$ cat config.mk
export PLATFORM = sky130hd
export DESIGN_NAME = uc_multiciclo
export DESIGN_NICKNAME = d
export VERILOG_FILES = /design/src/rtl/uc_multiciclo_pkg.sv /design/src/rtl/uc_mem_timeout.sv /design/src/rtl/uc_multiciclo.sv
export SDC_FILE = /design/constraint.sdc
export NUM_CORES = 1
export LEC_CHECK = 0
export BUFFER_PORTS_ARGS = -buffer_cell sky130_fd_sc_hd__clkbuf_2
export CELL_PAD_IN_SITES_DETAIL_PLACEMENT = 1
export CELL_PAD_IN_SITES_GLOBAL_PLACEMENT = 2
export CORE_UTILIZATION = 28
export DETAILED_ROUTE_END_ITERATION = 16
export GPL_ROUTABILITY_DRIVEN = 0
export PLACE_DENSITY = 0.77
export SETUP_SLACK_MARGIN = 0.15
export SLEW_MARGIN = 5
export SYNTH_ARGS = -nofsm -noshare
export SYNTH_HDL_FRONTEND = slang
export SYNTH_HIERARCHICAL = 1
export SYNTH_SLANG_ARGS = --single-unit
$ cat constraint.sdc
create_clock -name CLK -period 2.1 [get_ports CLK]
set_input_delay 0.105 -clock CLK [delete_from_list [all_inputs] [get_ports CLK]]
set_output_delay 0.105 -clock CLK [all_outputs]
set_load 0.01 [all_outputs]
$ cat src/rtl/uc_multiciclo_pkg.sv
// rtl/uc_multiciclo_pkg.sv - shared encodings for the multicycle MIPS-subset control unit
//
// Purpose: the FSM state encoding, opcode constants and the datapath
//          selector codes (ALUOP, ALUSrcB, PCSrc). The control unit and
//          ALUControl both import these.
// Ports:   none (package)
package uc_multiciclo_pkg;

    typedef enum logic [3:0] {
        ST_FETCH    = 4'd0,
        ST_DECODE   = 4'd1,
        ST_EXEC_R   = 4'd2,
        ST_WB_R     = 4'd3,
        ST_MEM_ADDR = 4'd4,
        ST_MEM_RD   = 4'd5,
        ST_WB_MEM   = 4'd6,
        ST_MEM_WR   = 4'd7,
        ST_BRANCH   = 4'd8,
        ST_ERROR    = 4'd9
    } state_t;

    // Opcodes (IR[31:26])
    localparam logic [5:0] OP_R   = 6'b000000;
    localparam logic [5:0] OP_LW  = 6'b100011;
    localparam logic [5:0] OP_SW  = 6'b101011;
    localparam logic [5:0] OP_BEQ = 6'b000100;

    // ALUOP codes handed to ALUControl
    localparam logic [1:0] ALUOP_ADD   = 2'b00;
    localparam logic [1:0] ALUOP_SUB   = 2'b01;
    localparam logic [1:0] ALUOP_FUNCT = 2'b10;

    // ALU operand B selector
    localparam logic [1:0] SRCB_REG     = 2'b00;
    localparam logic [1:0] SRCB_FOUR    = 2'b01;
    localparam logic [1:0] SRCB_IMM     = 2'b10;
    localparam logic [1:0] SRCB_IMM_SH2 = 2'b11;

    // PC source selector
    localparam logic [1:0] PCSRC_ALU    = 2'b00;
    localparam logic [1:0] PCSRC_ALUOUT = 2'b01;

    // States that hold a memory request open and are therefore guarded by the timeout
    function automatic logic is_mem_state(input state_t s);
        return (s == ST_FETCH) || (s == ST_MEM_RD) || (s == ST_MEM_WR);
    endfunction

endpackage

$ cat src/rtl/uc_mem_timeout.sv
// rtl/uc_mem_timeout.sv - wait-cycle counter guarding a memory request
//
// Purpose: counts consecutive cycles a memory request has been waiting
//          without ready. The count restarts whenever the request is not
//          waiting (completed, or the FSM is outside a memory state), so
//          every entry into a memory state starts from zero.
//          expire fires on the last allowed cycle (count TIMEOUT-1) only if
//          ready is still low, so ready on that cycle wins.
// Ports:
//   clk     in   1  clock
//   rst_n   in   1  asynchronous active-low reset
//   waiting in   1  FSM is in a memory state with a request outstanding
//   ready   in   1  memory ready (Listo)
//   expire  out  1  request has exhausted its TIMEOUT cycles
module uc_mem_timeout #(
    parameter int TIMEOUT = 16
) (
    input  logic clk,
    input  logic rst_n,
    input  logic waiting,
    input  logic ready,
    output logic expire
);

    localparam int CW = $clog2(TIMEOUT) + 1;

    logic [CW-1:0] cnt;

    always_ff @(posedge clk or negedge rst_n) begin
        if (!rst_n) begin
            cnt <= '0;
        end else if (waiting && !ready) begin
            cnt <= cnt + CW'(1);
        end else begin
            cnt <= '0;
        end
    end

    assign expire = waiting && !ready && (cnt == CW'(TIMEOUT - 1));

endmodule

$ cat src/rtl/uc_multiciclo.sv
// rtl/uc_multiciclo.sv - multicycle control FSM for the MIPS-subset datapath
//
// Purpose: sequences R-type, lw, sw and beq over 3-5 cycles (plus memory
//          wait states), drives every datapath strobe, guards each memory
//          access with a timeout and counts retired instructions.
// Ports:
//   CLK          in   1      clock
//   RST_n        in   1      asynchronous active-low reset
//   OP           in   6      opcode, sampled in DECODE only
//   ZF           in   1      ALU zero flag (gating is done by the datapath)
//   Listo        in   1      memory ready; access completes in that cycle
//   PCWrite      out  1      unconditional PC load
//   PCWriteCond  out  1      PC load if ZF
//   IorD         out  1      memory address select (0=PC, 1=ALUOut)
//   MemLeer      out  1      memory read request
//   MemESC       out  1      memory write request
//   IRWrite      out  1      instruction register load
//   MemToReg     out  1      register write data select (0=ALUOut, 1=MDR)
//   RegDst       out  1      register write address select (0=rt, 1=rd)
//   RegToWrite   out  1      register file write enable
//   ALUSrcA      out  1      ALU operand A select (0=PC, 1=DR1)
//   ALUSrcB      out  2      ALU operand B select
//   ALUOP        out  2      ALU operation class
//   PCSrc        out  2      PC source select
//   Error        out  1      sticky illegal-opcode / memory-timeout flag
//   Retired      out  CNT_W  instructions completed since reset (wraps)
module uc_multiciclo #(
    parameter int TIMEOUT = 16,
    parameter int CNT_W   = 32
) (
    input  logic             CLK,
    input  logic             RST_n,
    input  logic [5:0]       OP,
    input  logic             ZF,
    input  logic             Listo,
    output logic             PCWrite,
    output logic             PCWriteCond,
    output logic             IorD,
    output logic             MemLeer,
    output logic             MemESC,
    output logic             IRWrite,
    output logic             MemToReg,
    output logic             RegDst,
    output logic             RegToWrite,
    output logic             ALUSrcA,
    output logic [1:0]       ALUSrcB,
    output logic [1:0]       ALUOP,
    output logic [1:0]       PCSrc,
    output logic             Error,
    output logic [CNT_W-1:0] Retired
);

    import uc_multiciclo_pkg::*;

    state_t           state;
    state_t           state_next;
    logic             is_sw;
    logic             waiting;
    logic             expire;
    logic             retire;
    logic [CNT_W-1:0] retired_q;

    // The branch condition is applied in the datapath (PCWriteCond & ZF);
    // the controller raises PCWriteCond for every beq regardless of ZF.
    logic unused_zf;
    assign unused_zf = ZF;

    assign waiting = is_mem_state(state);

    uc_mem_timeout #(
        .TIMEOUT (TIMEOUT)
    ) u_timeout (
        .clk     (CLK),
        .rst_n   (RST_n),
        .waiting (waiting),
        .ready   (Listo),
        .expire  (expire)
    );

    always_ff @(posedge CLK or negedge RST_n) begin
        if (!RST_n) begin
            state <= ST_FETCH;
        end else begin
            state <= state_next;
        end
    end

    // OP is only valid in DECODE, so the lw/sw split needed one cycle later
    // in MEM_ADDR is remembered here.
    always_ff @(posedge CLK or negedge RST_n) begin
        if (!RST_n) begin
            is_sw <= 1'b0;
        end else if (state == ST_DECODE) begin
            is_sw <= (OP == OP_SW);
        end
    end

    always_ff @(posedge CLK or negedge RST_n) begin
        if (!RST_n) begin
            retired_q <= '0;
        end else if (retire) begin
            retired_q <= retired_q + CNT_W'(1);
        end
    end

    assign Retired = retired_q;

    always_comb begin
        state_next = state;
        retire     = 1'b0;
        case (state)
            ST_FETCH: begin
                if (Listo) begin
                    state_next = ST_DECODE;
                end else if (expire) begin
                    state_next = ST_ERROR;
                end
            end
            ST_DECODE: begin
                case (OP)
                    OP_R:         state_next = ST_EXEC_R;
                    OP_LW, OP_SW: state_next = ST_MEM_ADDR;
                    OP_BEQ:       state_next = ST_BRANCH;
                    default:      state_next = ST_ERROR;
                endcase
            end
            ST_EXEC_R: begin
                state_next = ST_WB_R;
            end
            ST_WB_R: begin
                retire     = 1'b1;
                state_next = ST_FETCH;
            end
            ST_MEM_ADDR: begin
                state_next = is_sw ? ST_MEM_WR : ST_MEM_RD;
            end
            ST_MEM_RD: begin
                if (Listo) begin
                    state_next = ST_WB_MEM;
                end else if (expire) begin
                    state_next = ST_ERROR;
                end
            end
            ST_WB_MEM: begin
                retire     = 1'b1;
                state_next = ST_FETCH;
            end
            ST_MEM_WR: begin
                if (Listo) begin
                    retire     = 1'b1;
                    state_next = ST_FETCH;
                end else if (expire) begin
                    state_next = ST_ERROR;
                end
            end
            ST_BRANCH: begin
                retire     = 1'b1;
                state_next = ST_FETCH;
            end
            ST_ERROR: begin
                state_next = ST_ERROR;
            end
            default: begin
                state_next = ST_ERROR;
            end
        endcase
    end

    // Moore decode from state. While RST_n is low every strobe is forced to
    // zero so an abandoned request is withdrawn in the same cycle, even
    // though the reset state (FETCH) would otherwise assert MemLeer.
    always_comb begin
        PCWrite     = 1'b0;
        PCWriteCond = 1'b0;
        IorD        = 1'b0;
        MemLeer     = 1'b0;
        MemESC      = 1'b0;
        IRWrite     = 1'b0;
        MemToReg    = 1'b0;
        RegDst      = 1'b0;
        RegToWrite  = 1'b0;
        ALUSrcA     = 1'b0;
        ALUSrcB     = SRCB_REG;
        ALUOP       = ALUOP_ADD;
        PCSrc       = PCSRC_ALU;
        Error       = 1'b0;
        if (RST_n) begin
            case (state)
                ST_FETCH: begin
                    MemLeer = 1'b1;
                    ALUSrcB = SRCB_FOUR;
                    // PC+4 and IR are only captured in the cycle the fetch completes
                    IRWrite = Listo;
                    PCWrite = Listo;
                end
                ST_DECODE: begin
                    // Precompute the branch target into ALUOut
                    ALUSrcB = SRCB_IMM_SH2;
                end
                ST_EXEC_R: begin
                    ALUSrcA = 1'b1;
                    ALUOP   = ALUOP_FUNCT;
                end
                ST_WB_R: begin
                    RegDst     = 1'b1;
                    RegToWrite = 1'b1;
                end
                ST_MEM_ADDR: begin
                    ALUSrcA = 1'b1;
                    ALUSrcB = SRCB_IMM;
                end
                ST_MEM_RD: begin
                    IorD    = 1'b1;
                    MemLeer = 1'b1;
                end
                ST_WB_MEM: begin
                    MemToReg   = 1'b1;
                    RegToWrite = 1'b1;
                end
                ST_MEM_WR: begin
                    IorD   = 1'b1;
                    MemESC = 1'b1;
                end
                ST_BRANCH: begin
                    ALUSrcA     = 1'b1;
                    ALUOP       = ALUOP_SUB;
                    PCWriteCond = 1'b1;
                    PCSrc       = PCSRC_ALUOUT;
                end
                ST_ERROR: begin
                    Error = 1'b1;
                end
                default: begin
                    Error = 1'b1;
                end
            endcase
        end
    end

endmodule

-- Word level (Yosys, flattened, before mapping)
Index checks and enable logic that the tools add are counted.
- equal/unequal tests: 12
- div/mod/pow operators: 0
- bitwise gates (word level): 0
- add/sub/neg operators: 2
- $lt $le $gt $ge: 0
- mux-type cells: 36
- reduce and logical (&&, ||, !) cells: 14
- shift operators: 0
- multiply operators: 0
- operator list (cell ; count):
    adder 32 x 1 -> 32 bit (second input constant) ; 1
    case mux 4 bit (7 select lines) ; 1
    2-to-1 mux 1 bit ; 23
    equality test 4 x 3 -> 1 bit (second input constant) ; 4
    2-to-1 mux 4 bit ; 4
    equality test 6 bit (second input constant) ; 2
    case mux 4 bit (3 select lines) ; 1
    OR reduction 9 bit ; 1
    equality test 4 x 2 -> 1 bit (second input constant) ; 2
    OR reduction 2 bit ; 4
    equality test 6 x 3 -> 1 bit (second input constant) ; 1
    logical NOT 6 bit ; 1
    2-to-1 mux 2 bit ; 3
    case mux 2 bit (3 select lines) ; 1
    OR reduction 3 bit ; 2
    adder 5 x 1 -> 5 bit (second input constant) ; 1
    equality test 5 x 4 -> 1 bit (second input constant) ; 1
    2-to-1 mux 5 bit ; 1
    equality test 4 x 1 -> 1 bit (second input constant) ; 1
    equality test 4 bit (second input constant) ; 1
    logical NOT 4 bit ; 1
    case mux 2 bit (2 select lines) ; 1
    logical AND 1 bit ; 2
    logical OR 1 bit ; 2
    other kinds (2) ; 2
- latch bits: 0
- word-level logic and storage cells: 68
- output and inout port bits: 49
- memories kept: 0
- ROM bits: 0
- memory bits (writable): 0
- bits of input ports: 10
- flip-flop bits (word level): 42

-- Longest topological paths before layout
- depth after elaboration: 8
- mapped depth: 11
- depth with buffers taken out: 10

-- Modules after synthesis
Netlist, hierarchy kept.
- modules (own cells, without submodules) (module ; area an instance (um^2) ; cells each ; seq. area each (um^2) ; instances):
    uc_multiciclo ; 2020.7 ; 215 ; 925.9 ; 1
    uc_mem_timeout ; 235.2 ; 22 ; 125.1 ; 1

-- Worst setup path after synthesis
OpenSTA, ideal clock, no wires.
- path kind: register to register
- start: reg state[2]
- end: reg retired_q[31], in the netlist Retired[31]
- period minus slack after synthesis: 2.107 ns
- library setup time: 0.125 ns
- arrival time: 1.982 ns
- data required time: 1.975 ns
- path buffers: 2
- stages on the path, launching flop included: 8
- path slack: -0.007 ns
- cells stage by stage: dfrtp_1 > buf_4 > nand3b_1 > o2111ai_1 > a2111o_1 > buf_2 > or4b_4 > xnor2_2
- word-level cells in the longest chain between the ends: 3
- elaborated cells between the ends (all ways): 6
- classes of those cells: eq/ne: 4; mux: 1; reduce/logical: 1
- ends and longest elaborated chain (what ; RTL line ; RTL):
    from (decl) ; uc_multiciclo.sv:55 ; state_t state;
    from (signal assigned) ; uc_multiciclo.sv:84 ; state <= state_next;
    equality test 4 bit, or another cell as far along ; uc_multiciclo.sv:111 ; case (state)
    OR reduction 3 bit (no line) ; -- ;
    case mux 1 bit (2 select lines) (*) ; uc_multiciclo.sv:111 ;
    to (signal assigned) ; uc_multiciclo.sv:102 ; retired_q <= retired_q + CNT_W'(1);
    to (decl) ; uc_multiciclo.sv:61 ; logic [CNT_W-1:0] retired_q;
Mark *: on every way between the ends. The rest lies on a longest branch, timed or not.
A chain may end at the register's enable or synchronous reset.

-- Final worst setup path
Same ends and word-level chain as after synthesis.

==> results_dict.tcl <==
set metrics [dict create \
    period_needed_ns 1.98 \
    synth_top_area_frac 0.466 \
    ys_types 43 \
    regArea_um2 1050 \
    grt_remaining_overflow 0 \
    ys_ff_latch 42 \
    hold_violations 0 \
    worstSetupPathType "reg -> reg" \
    die_area_um2 8420 \
    crit_fanout 4 \
    area_delta_synth_final_pct 31.1 \
    initial_core_util 0.290 \
    grt_pass1_wl_um 9460 \
    fp.dieW_um 91.8 \
    drtIter0Drc 35 \
    status "finished, final reports clean" \
    avgRoutedWirePerCell_um 13.3 \
    drt_pass1_iterations 2 \
    synth-async-reset-ratio 1.00 \
    vias 1944 \
    ir_drop_v 0.000334 \
    yosys_warnings 6 \
    grt_max_degree 42 \
    clkLatencyLatePin_ns 0.30 \
    chipHeight_um 91.8 \
    finalCritPeriodShare 0.941 \
    yosysSeqAreaShare 0.466 \
    min_path_type "in -> reg" \
    power.density_nw_per_um2 808 \
    cap_viol_max_count 0 \
    rows 32 \
    worst_pin_slew_ns 0.520 \
    synth-edff-count 0 \
    synth_cells 237 \
    synthFlopType "dfrtp_1" \
    post_dp_cell_area_um2 2730 \
    yosys-top-cells-area "dfrtp_1, xnor2_1, nor2_1" \
    antenna_found_initial 0 \
    numCtsBuffers 5 \
    clock_tree.buffer_depth 2 \
    cts.htree.levels 2 \
    numPortBuffers 56 \
    dp_hpwl_um 4090 \
    path_clk_slew_ns 0.08 \
    cts_num_sinks 42 \
    avgSynthCellArea_um2 9.52 \
    start_kind "register" \
    worstPathArrival_ns 2.16 \
    grt_usage 0.139 \
    synth_nets 250 \
    maxSlewViolCount 0 \
    diodes 0 \
    fmax_ghz 0.506 \
    final-setup-viol-count 0 \
    totalPowerFinal_mw 2.39 \
    fin_ws_ns 0.124 \
    synthTopCellsByCount "dfrtp_1, nor2_1, xnor2_1, nand2_1, nand3_1" \
    fp.coreArea_um2 7770 \
    final_cell_area_um2 2960 \
    layout-drive-gt1-share 0.357 \
    tritoncts "done" \
    skew_ns 0.00650 \
    fill_cells 934 \
    synth_area_um2 2260 \
    avgViaCountPerCell 4.67 \
    synth_top_area_cell "dfrtp_1" \
    p_leak_nw 1.32 \
    totalWireLength_um 5540 \
    slew_headroom 0.653 \
    drc 0 \
    rsz0062_at_grt "true" \
    cp_data_required_time_ns 2.29 \
    drtAntennaViolNets 0 \
    place_ws_ns 0.109 \
    cts-root-buf "clkbuf_8" \
    synth_most_common_cell "dfrtp_1" \
    endpoint_kind "register" \
    nets 326 \
    ioPinCount 59 \
    multi_input_area_um2 1160 \
    first_global_vias 2003 \
]
layer usage:
| metal | up-vias | global-route usage | routed length, um |
|---|---|---|---|
| met4 | 0 | 0.0391 | 71 |
| met5 | - | 0 | 0 |
| met2 | 33 | 0.243 | 2740 |
| met1 | 946 | 0.177 | 2580 |
| met3 | 6 | 0.0232 | 149 |
| li1 | 959 | - | - |
power breakdown:
group / switching, mW / leakage [nW] / internal [mW]
Sequential: 0.0892 / 0.522 / 0.890
Clock: 0.291 / 0.0472 / 0.265
Combinational: 0.485 / 0.755 / 0.369
logic make-up after synthesis:
| kind of cell | Yosys count | synth area share |
|---|---|---|
| compound gates | 21 | 0.0632 |
| xor+xnor | 34 | 0.135 |
| fa+ha+maj | 3 | 0.0166 |
| buf+inv | 22 | 0.0460 |
| flops | 42 | 0.466 |
| mux | 3 | 0.0139 |
| other cells | 1 | 0.00166 |
| simple gates | 111 | 0.257 |
area by class of cell:
type / count / area share
multi-input combinational: 173 / 0.391
sequential: 42 / 0.357
timing repair buffer: 82 / 0.165
tap: 102 / 0.0431
clock buffer: 6 / 0.0279
inverter: 9 / 0.0114
clock inverter: 2 / 0.00423
worst max-delay path, stage by stage, from the launching register on:
cell and delay (ns):
dfrtp_2 0.45, nor3_4 0.25, nand2_2 0.10, a2111o_1 0.40, or4b_4 0.54, xnor2_2 0.14
repair_timing:
action	4_1_cts	5_1_grt
endpoints found under the setup margin	2	11
buffers inserted	1	6
pin swaps	0	4
gates cloned	0	0
hold buffers	1	0
gates resized for setup	4	17
hold endpoints to repair	1	0
registers in the layout, indices dropped and copies added, names as in the netlist:
name           cells
state              4
is_sw              1
u_timeout/cnt      5
Retired           32
placed cells by master (no fill, tap or decap), types with 4 or more instances in the layout:
| master | count |
|---|---|
| xnor2_1 | 22 |
| buf_4 | 22 |
| and3_1 | 9 |
| nor2_1 | 27 |
| nand4_1 | 12 |
| clkbuf_8 | 6 |
| nand3_1 | 14 |
| inv_1 | 9 |
| xor2_1 | 11 |
| clkbuf_2 | 56 |
| nand2_1 | 20 |
| o21ai_0 | 4 |
| dfrtp_1 | 39 |
stage by stage:
step | hold WS (ns) | std cells | TNS, ns | utilization
final | 0.0500 | 416 | 0 | 0.381
after global routing | 0.0619 | 416 | 0 | 0.381
after CTS | 0.0447 | 410 | 0 | 0.368
after detailed placement | -0.0496 | 400 | 0 | 0.351
after global placement | -0.0507 | 400 | 0 | 0.351
after floorplan | -0.191 | 237 | -0.00717 | -
worst paths after layout:
check	startpoint	endpoint	slack, ns	cells after the start
setup / recovery	state[2]	Retired[31]	0.12	5
hold / removal	OP[3]	is_sw	0.05	3
setup reg to reg	state[2]	Retired[31]	0.12	5
hold reg to reg	u_timeout/cnt[0]	u_timeout/cnt[0]	0.47	1
max in group asynchronous	RST_n	state[2]	1.16	3
min in group asynchronous	RST_n	is_sw	0.17	2
Power figures use the tool's default switching activity.
